$ cat src/rtl/squeeze_fsm_if.sv
// Squeeze-controller signal bundle: request/permutation handshake plus the
// output-buffer handshake shared with dump_fsm.
interface squeeze_fsm_if #(
    parameter int LEN_W = 32
);
    logic             start_in;
    logic [LEN_W-1:0] output_len_in;
    logic             perm_done_in;
    logic             perm_start_out;
    logic             output_buffer_available_wr;
    logic             last_output_block_clr;
    logic             output_buffer_we;
    logic             last_output_block;
    logic [7:0]       last_block_bytes;
    logic             busy_out;
    logic             done_out;

    modport master (
        input  start_in, output_len_in, perm_done_in,
        input  output_buffer_available_wr, last_output_block_clr,
        output perm_start_out, output_buffer_we, last_output_block,
        output last_block_bytes, busy_out, done_out
    );

    modport slave (
        output start_in, output_len_in, perm_done_in,
        output output_buffer_available_wr, last_output_block_clr,
        input  perm_start_out, output_buffer_we, last_output_block,
        input  last_block_bytes, busy_out, done_out
    );
endinterface

$ cat src/rtl/squeeze_fsm.sv
// Squeeze-phase controller: hands one rate block at a time to the output
// buffer and requests further permutations until the requested length is covered.
module squeeze_fsm #(
    parameter int RATE_BYTES = 168,
    parameter int LEN_W      = 32
) (
    input logic          clk,
    input logic          rst_n,
    squeeze_fsm_if.master sq
);
    typedef enum logic [1:0] {
        S_IDLE,
        S_WAIT_PERM,
        S_WAIT_BUF,
        S_DRAIN
    } state_t;

    localparam logic [LEN_W-1:0] RATE_L = LEN_W'(RATE_BYTES);

    state_t           state_q, state_d;
    logic [LEN_W-1:0] remaining_q, remaining_d;
    logic             last_q, last_d;
    logic [7:0]       lbb_q, lbb_d;

    logic is_last;
    logic we;
    logic perm_start;
    logic done;

    // Comparing before subtracting keeps remaining from ever wrapping.
    assign is_last = (remaining_q <= RATE_L);

    always_comb begin
        state_d     = state_q;
        remaining_d = remaining_q;
        last_d      = last_q;
        lbb_d       = lbb_q;
        we          = 1'b0;
        perm_start  = 1'b0;
        done        = 1'b0;
        case (state_q)
            S_IDLE: begin
                if (sq.start_in) begin
                    if (sq.output_len_in == '0) begin
                        done = 1'b1;
                    end else begin
                        remaining_d = sq.output_len_in;
                        state_d     = S_WAIT_PERM;
                    end
                end
            end
            S_WAIT_PERM: begin
                if (sq.perm_done_in) begin
                    state_d = S_WAIT_BUF;
                end
            end
            S_WAIT_BUF: begin
                if (sq.output_buffer_available_wr) begin
                    we = 1'b1;
                    if (is_last) begin
                        last_d      = 1'b1;
                        lbb_d       = remaining_q[7:0];
                        remaining_d = '0;
                        state_d     = S_DRAIN;
                    end else begin
                        remaining_d = remaining_q - RATE_L;
                        perm_start  = 1'b1;
                        state_d     = S_WAIT_PERM;
                    end
                end
            end
            S_DRAIN: begin
                if (sq.last_output_block_clr) begin
                    last_d  = 1'b0;
                    done    = 1'b1;
                    state_d = S_IDLE;
                end
            end
            default: state_d = S_IDLE;
        endcase
    end

    always_ff @(posedge clk or negedge rst_n) begin
        if (!rst_n) begin
            state_q     <= S_IDLE;
            remaining_q <= '0;
            last_q      <= 1'b0;
            lbb_q       <= 8'd0;
        end else begin
            state_q     <= state_d;
            remaining_q <= remaining_d;
            last_q      <= last_d;
            lbb_q       <= lbb_d;
        end
    end

    assign sq.output_buffer_we  = we;
    assign sq.perm_start_out    = perm_start;
    // A start pulse held during reset must not leak through as a zero-length done.
    assign sq.done_out          = done & rst_n;
    assign sq.last_output_block = last_q | (we & is_last);
    assign sq.last_block_bytes  = lbb_q;
    assign sq.busy_out          = (state_q != S_IDLE);
endmodule
$ cat src/flat_wrapper.sv
// flat-port wrapper written by rule: the top's interface ports become plain ports
module squeeze_fsm_flat 
#(
    parameter int RATE_BYTES = 168,
    parameter int LEN_W      = 32
)
  (clk, rst_n, sq_start_in, sq_output_len_in, sq_perm_done_in, sq_output_buffer_available_wr, sq_last_output_block_clr, sq_perm_start_out, sq_output_buffer_we, sq_last_output_block, sq_last_block_bytes, sq_busy_out, sq_done_out);
  squeeze_fsm_if #(.LEN_W(LEN_W)) sq_i ();
  input logic clk;
  input logic rst_n;
  input wire logic [$bits(sq_i.start_in)-1:0] sq_start_in;
  input wire logic [$bits(sq_i.output_len_in)-1:0] sq_output_len_in;
  input wire logic [$bits(sq_i.perm_done_in)-1:0] sq_perm_done_in;
  input wire logic [$bits(sq_i.output_buffer_available_wr)-1:0] sq_output_buffer_available_wr;
  input wire logic [$bits(sq_i.last_output_block_clr)-1:0] sq_last_output_block_clr;
  output wire logic [$bits(sq_i.perm_start_out)-1:0] sq_perm_start_out;
  output wire logic [$bits(sq_i.output_buffer_we)-1:0] sq_output_buffer_we;
  output wire logic [$bits(sq_i.last_output_block)-1:0] sq_last_output_block;
  output wire logic [$bits(sq_i.last_block_bytes)-1:0] sq_last_block_bytes;
  output wire logic [$bits(sq_i.busy_out)-1:0] sq_busy_out;
  output wire logic [$bits(sq_i.done_out)-1:0] sq_done_out;
  assign sq_i.start_in = sq_start_in;
  assign sq_i.output_len_in = sq_output_len_in;
  assign sq_i.perm_done_in = sq_perm_done_in;
  assign sq_i.output_buffer_available_wr = sq_output_buffer_available_wr;
  assign sq_i.last_output_block_clr = sq_last_output_block_clr;
  assign sq_perm_start_out = sq_i.perm_start_out;
  assign sq_output_buffer_we = sq_i.output_buffer_we;
  assign sq_last_output_block = sq_i.last_output_block;
  assign sq_last_block_bytes = sq_i.last_block_bytes;
  assign sq_busy_out = sq_i.busy_out;
  assign sq_done_out = sq_i.done_out;
  squeeze_fsm #(.RATE_BYTES(RATE_BYTES), .LEN_W(LEN_W)) u_core (.clk(clk), .rst_n(rst_n), .sq(sq_i));
endmodule
$ cat config.mk
export PLATFORM = sky130hd
export DESIGN_NAME = squeeze_fsm_flat
export DESIGN_NICKNAME = d
export VERILOG_FILES = /design/src/rtl/squeeze_fsm_if.sv /design/src/rtl/squeeze_fsm.sv /design/src/flat_wrapper.sv
export SDC_FILE = /design/constraint.sdc
export NUM_CORES = 1
export LEC_CHECK = 0
export CAP_MARGIN = 10
export CORE_MARGIN = 8
export CORE_UTILIZATION = 24
export DETAILED_ROUTE_END_ITERATION = 12
export HOLD_SLACK_MARGIN = 0.15
export PLACE_DENSITY_LB_ADDON = 0.2
export SLEW_MARGIN = 0
export SYNTH_ARGS = -nofsm -noshare
export SYNTH_HDL_FRONTEND = slang
export SYNTH_SLANG_ARGS = --single-unit
export TNS_END_PERCENT = 100
$ cat constraint.sdc
create_clock -name clk -period 7.8 [get_ports clk]
set_input_delay 1.95 -clock clk [delete_from_list [all_inputs] [get_ports clk]]
set_output_delay 1.95 -clock clk [all_outputs]
set_load 0.02 [all_outputs]
After elaboration in Yosys (flattened, before gate mapping):

Index checks and enable logic that the tools add are counted.

* output and inout port bits: 13
* bits of input ports: 38
* logic and storage cells: 52
* bits in registers: 43

* reductions and logical operators: 9
* equal/unequal tests: 9
* $lt $le $gt $ge: 1
* add/subtract/negate cells: 1
* bitwise gates (word level): 3
* multiplexer cells: 25

Operators by type and width (count)
* $mux W32: 4
* $pmux W32 S2: 1
* $le A32 B8 Y1 const B: 1
* $logic_not A32 Y1: 1
* $sub A32 B8 Y32 const B: 1
* $mux W2: 6
* $mux W1: 11
* $ne A2 B2 Y1 const B: 5
* $pmux W2 S4: 1
* $reduce_and A4 Y1: 2
* $reduce_bool A2 Y1: 3
* $reduce_and A5 Y1: 1
* $eq A2 B2 Y1 const B: 2
* $pmux W1 S2: 2
* $reduce_and A3 Y1: 1
* $and A1 B1 Y1: 2
* $eq A2 B1 Y1 const B: 1
* $logic_not A2 Y1: 1
* $ne A2 B1 Y1 const B: 1
* $or A1 B1 Y1: 1

Logic depth before layout (Yosys ltp):

* depth in word-level cells: 5
* depth in mapped cells: 10
* mapped depth without buffers: 8

Worst setup path after synthesis:

Ideal clock, no wire load.

* path type: input -> output
* start point: input port sq_output_len_in[29]
* end point: output port sq_done_out
* stages on the path: 5
* data arrival time: 2.951 ns
* buffers on the path: 0
* required time: 5.850 ns
* slack: 2.899 ns
* cells stage by stage: nor4_1 -> nand4_1 -> nor3_1 -> nand2_1 -> a21oi_1

* longest elaborated chain between the ends: 5

RTL lines
* from (decl): line flat_wrapper.sv:12 `input wire logic [$bits(sq_i.output_len_in)-1:0] sq_output_len_in;`
* $logic_not A32 Y1: line squeeze_fsm.sv:44 `if (sq.output_len_in == '0) begin`
* $mux W1: line squeeze_fsm.sv:44
* $mux W1: line squeeze_fsm.sv:43 `if (sq.start_in) begin`
* $pmux W1 S2: line squeeze_fsm.sv:41 `case (state_q)`
* $and A1 B1 Y1: line squeeze_fsm.sv:100 `assign sq.done_out = done & rst_n;`
* to (decl): line flat_wrapper.sv:21 `output wire logic [$bits(sq_i.done_out)-1:0] sq_done_out;`

Every way passes these cells.

Worst setup path after layout:

* start point: input port sq_output_len_in[5]
* end point: output port sq_done_out

Same word-level chain as after synthesis.

==> results.sh <==
export IMPL_crit_chain="clkdlybuf4s50_1, nor4_1, nand4_1, nor3_1, nand2_1, a21oi_1, clkdlybuf4s50_1"
export IMPL_cts_hold_fix_buffers=0
export IMPL_synth_avg_cell_area_sq_um=9.06
export IMPL_postCtsSetupBuffers=0
export IMPL_crit_arrival_ns=4.21
export IMPL_cts_root_buf="clkbuf_16"
export IMPL_final_max_slew_viol_count=0
export IMPL_ant_nets=0
export IMPL_power_leakage_nw=1.42
export IMPL_setup_worst_path_start_class="input pin"
export IMPL_drive_gt1_share_pct=8.70
export IMPL_fill_cells=1199
export IMPL_antenna_found_initial=0
export IMPL_crit_type="input pin to output pin"
export IMPL_synth_edff_count=0
export IMPL_die_x_um=122
export IMPL_rows=39
export IMPL_core_sq_um=11200
export IMPL_p_sw_w=0.000601
export IMPL_maxSlewHeadroom_pct=21.2
export IMPL_cts_resized=0
export IMPL_ir_worst_vdd_mv=0.128
export IMPL_synth_top_flop_cell="dfrtp_1"
export IMPL_fmax_mhz=162
export IMPL_die_h_um=122
export IMPL_start_util_pct=24.2
export IMPL_gp_congestion=0.816
export IMPL_syn_nets=343
export IMPL_synthesis_area_sq_um=2720
export IMPL_use_met2_pct=19.0
export IMPL_pwr_share_seq_pct=30.5
export IMPL_yosysSeqAreaShare_pct=39.6
export IMPL_cap_violations=0
export IMPL_netSwitchingFraction_pct=44.4
export IMPL_overflow=0
export IMPL_tritoncts="done"
export IMPL_vias=2568
export IMPL_synth_seq_cells=43
export IMPL_viasPerCell=5.26
export IMPL_path_delay_family="buffers and inverters"
export IMPL_nets=387
export IMPL_hold_ws_ns=0.509
export IMPL_area_delta_synth_final_pct=29.7
export IMPL_cts_buffer_depth=2
export IMPL_yosysMostFrequentCell="dfrtp_1"
export IMPL_crit_buf_inv=2
export IMPL_yosys_warnings=0
export IMPL_busiest_layer="met2"
export IMPL_cts_max_level=2
export IMPL_tns_ns=0
export IMPL_tightest_slew_ns=1.17
export IMPL_setup_violations=0
export IMPL_hold_class="register to register"
export IMPL_critPathSlowestCell="clkdlybuf4s50_1"
export IMPL_netlist_instances=300
export IMPL_cp_end_kind="output pin"
export IMPL_rsz0062_at_grt="false"
export IMPL_synth_largest_area_cell="dfrtp_1"
export IMPL_final_min_clock_period_ns=6.16
export IMPL_hold_viol=0
export IMPL_dpl_hpwl_mm=6.37
export IMPL_insertedDiodeCount=0
export IMPL_synth_top_area_share_pct=39.6
export IMPL_cts_sinks=43
export IMPL_drtPass1Iterations=4
export IMPL_required_ns=5.85
export IMPL_cts_buffers=5
export IMPL_totalWireLength_mm=8.95
export IMPL_gr_usage_met1_pct=16.2
export IMPL_max_stage_delay_ns=0.65
export IMPL_met3_usage_pct=4.00
export IMPL_clk_pin_slew_ns=0.06
export IMPL_grt_max_degree=45
export IMPL_async_reset_ff_share_pct=100
export IMPL_ys_top_cells_by_count="dfrtp_1, a22o_1, nor2_1"
export IMPL_synthDistinctLibCells=54
export IMPL_fin_worst_skew_ns=0.00549
export IMPL_die_area_sq_um=15000
export IMPL_cp_common_cell="clkdlybuf4s50_1"
export IMPL_fin_crit_sh_pct=79.0
export IMPL_portBuffers=50
export IMPL_grtUsageTotal_pct=12.2
export IMPL_grt_pass1_vias=2690
export IMPL_ios=51
export IMPL_wl_per_cell_um=18.3
export IMPL_crit_fanout=2
export IMPL_status="completed"
export IMPL_power_density_nw_per_um2=384
export IMPL_p_int_w=0.000753
export IMPL_synth_area_leaders="dfrtp_1, a22o_1, o21ai_0, mux2_2, nor2_1"
export IMPL_drt_initial_drc_count=190
export IMPL_grt_pass1_wl_mm=14.6
export IMPL_p_clk_share_pct=18.6
export IMPL_pwr_share_comb_pct=50.9
export IMPL_clk_latency_ns=0.28
export IMPL_drc=0
-- worst register-to-register path: cells and delay by family (launching register included) --
family / cells / cell delay [ns]
AND/OR/NAND/NOR: 4 / 1.94
flip-flops: 1 / 0.47
AO/OA/AOI/OAI: 2 / 0.79
-- placed cells by master (no fill, tap or decap), drive strengths merged, types with 2 or more instances in the layout --
cell           synthesis  layout
a21boi                 2       2
a21o                   5       5
a21oi                 14      14
a221o                  2       2
a221oi                 2       2
a22o                  25      25
a2bb2oi                2       2
a32o                   2       2
a32oi                  2       2
and2                   3       3
buf                    7       6
clkbuf                11       6
clkdlybuf4s50          0      49
dfrtp                 43      43
ha                     5       5
inv                   15      15
mux2                   8       8
nand2                 19      19
nand2b                 7       7
nand3                  5       5
nand4                  5       5
nor2                  24      24
nor2b                  3       3
nor3                  12      12
nor4                  15      15
o2111ai                2       2
o211ai                 2       2
o21ai                 21      21
o221ai                 2       2
o22a                   2       2
o22ai                  3       3
o2bb2ai                5       5
or2                    2       2
or3                    3       3
or4                    5       5
-- final cells by class --
type / count / area [sq um] / share of cell area, %
clock buffers: 6 / 139 / 3.94
clock inverters: 2 / 35.0 / 0.993
inverters: 15 / 56.3 / 1.60
multi-input cells: 224 / 1510 / 42.8
flip-flops and latches: 43 / 1080 / 30.5
well taps: 143 / 179 / 5.07
repair buffers: 55 / 533 / 15.1
-- metrics by stage --
stage | instances | setup slack, ns | instance area, sq um | power [W] | utilization, %
6_report | 488 | 1.64 | 3530 | 0.00135 | 31.4
5_1_grt | 488 | 1.53 | 3530 | 0.00146 | 31.4
4_1_cts | 488 | 1.62 | 3530 | 0.00136 | 31.4
3_5_place_dp | 480 | 1.64 | 3350 | 0.00110 | 29.9
3_3_place_gp | 480 | 1.57 | 3350 | 0.00110 | 29.9
2_1_floorplan | 300 | 2.90 | 2720 | 0.000901 | -
-- logic make-up after synthesis --
| kind of cell | after synthesis | share of synthesized area (%) |
|---|---|---|
| AOI/OAI and AO/OA | 103 | 28.0 |
| muxes | 8 | 3.31 |
| buffers and inverters | 33 | 5.06 |
| and+or+nand+nor | 108 | 21.8 |
| adders and majority gates | 5 | 2.30 |
| DFF | 43 | 39.6 |
-- sequential cells by signal, summed over array words and instances (netlist names) --
register / flops
u_core.last_q: 1
u_core.state_q: 2
u_core.sq.last_block_bytes: 8
u_core.remaining_q: 32
-- power groups by stage --
stage	Combinational, W	Sequential, W	Clock (W)
3_5_place_dp	0.000685	0.000414	0
3_3_place_gp	0.000682	0.000414	0
2_1_floorplan	0.000515	0.000385	0
6_report	0.000690	0.000413	0.000251
4_1_cts	0.000689	0.000410	0.000259
5_1_grt	0.000767	0.000428	0.000266
-- per-layer routing --
layer	vias to the layer above	routed length (um)
li1	1236	-
met2	69	4080
met3	10	611
met1	1253	4160
met5	-	0
met4	0	102
-- final timing paths --
check / end / cells after the start / from / slack [ns]
min in group asynchronous: u_core.remaining_q[23]$_DFFE_PN0P_ / 2 / rst_n / 1.76
worst min register to register: u_core.sq.last_block_bytes[2]$_DFFE_PN0P_ / 1 / u_core.sq.last_block_bytes[2]$_DFFE_PN0P_ / 0.51
worst max-delay path: sq_done_out / 7 / sq_output_len_in[5] / 1.64
max in group asynchronous: u_core.remaining_q[7]$_DFFE_PN0P_ / 2 / rst_n / 5.63
worst min-delay path: u_core.sq.last_block_bytes[2]$_DFFE_PN0P_ / 1 / u_core.sq.last_block_bytes[2]$_DFFE_PN0P_ / 0.51
worst max register to register: u_core.remaining_q[20]$_DFFE_PN0P_ / 6 / u_core.remaining_q[6]$_DFFE_PN0P_ / 4.50
Power figures use the tool's default switching activity.
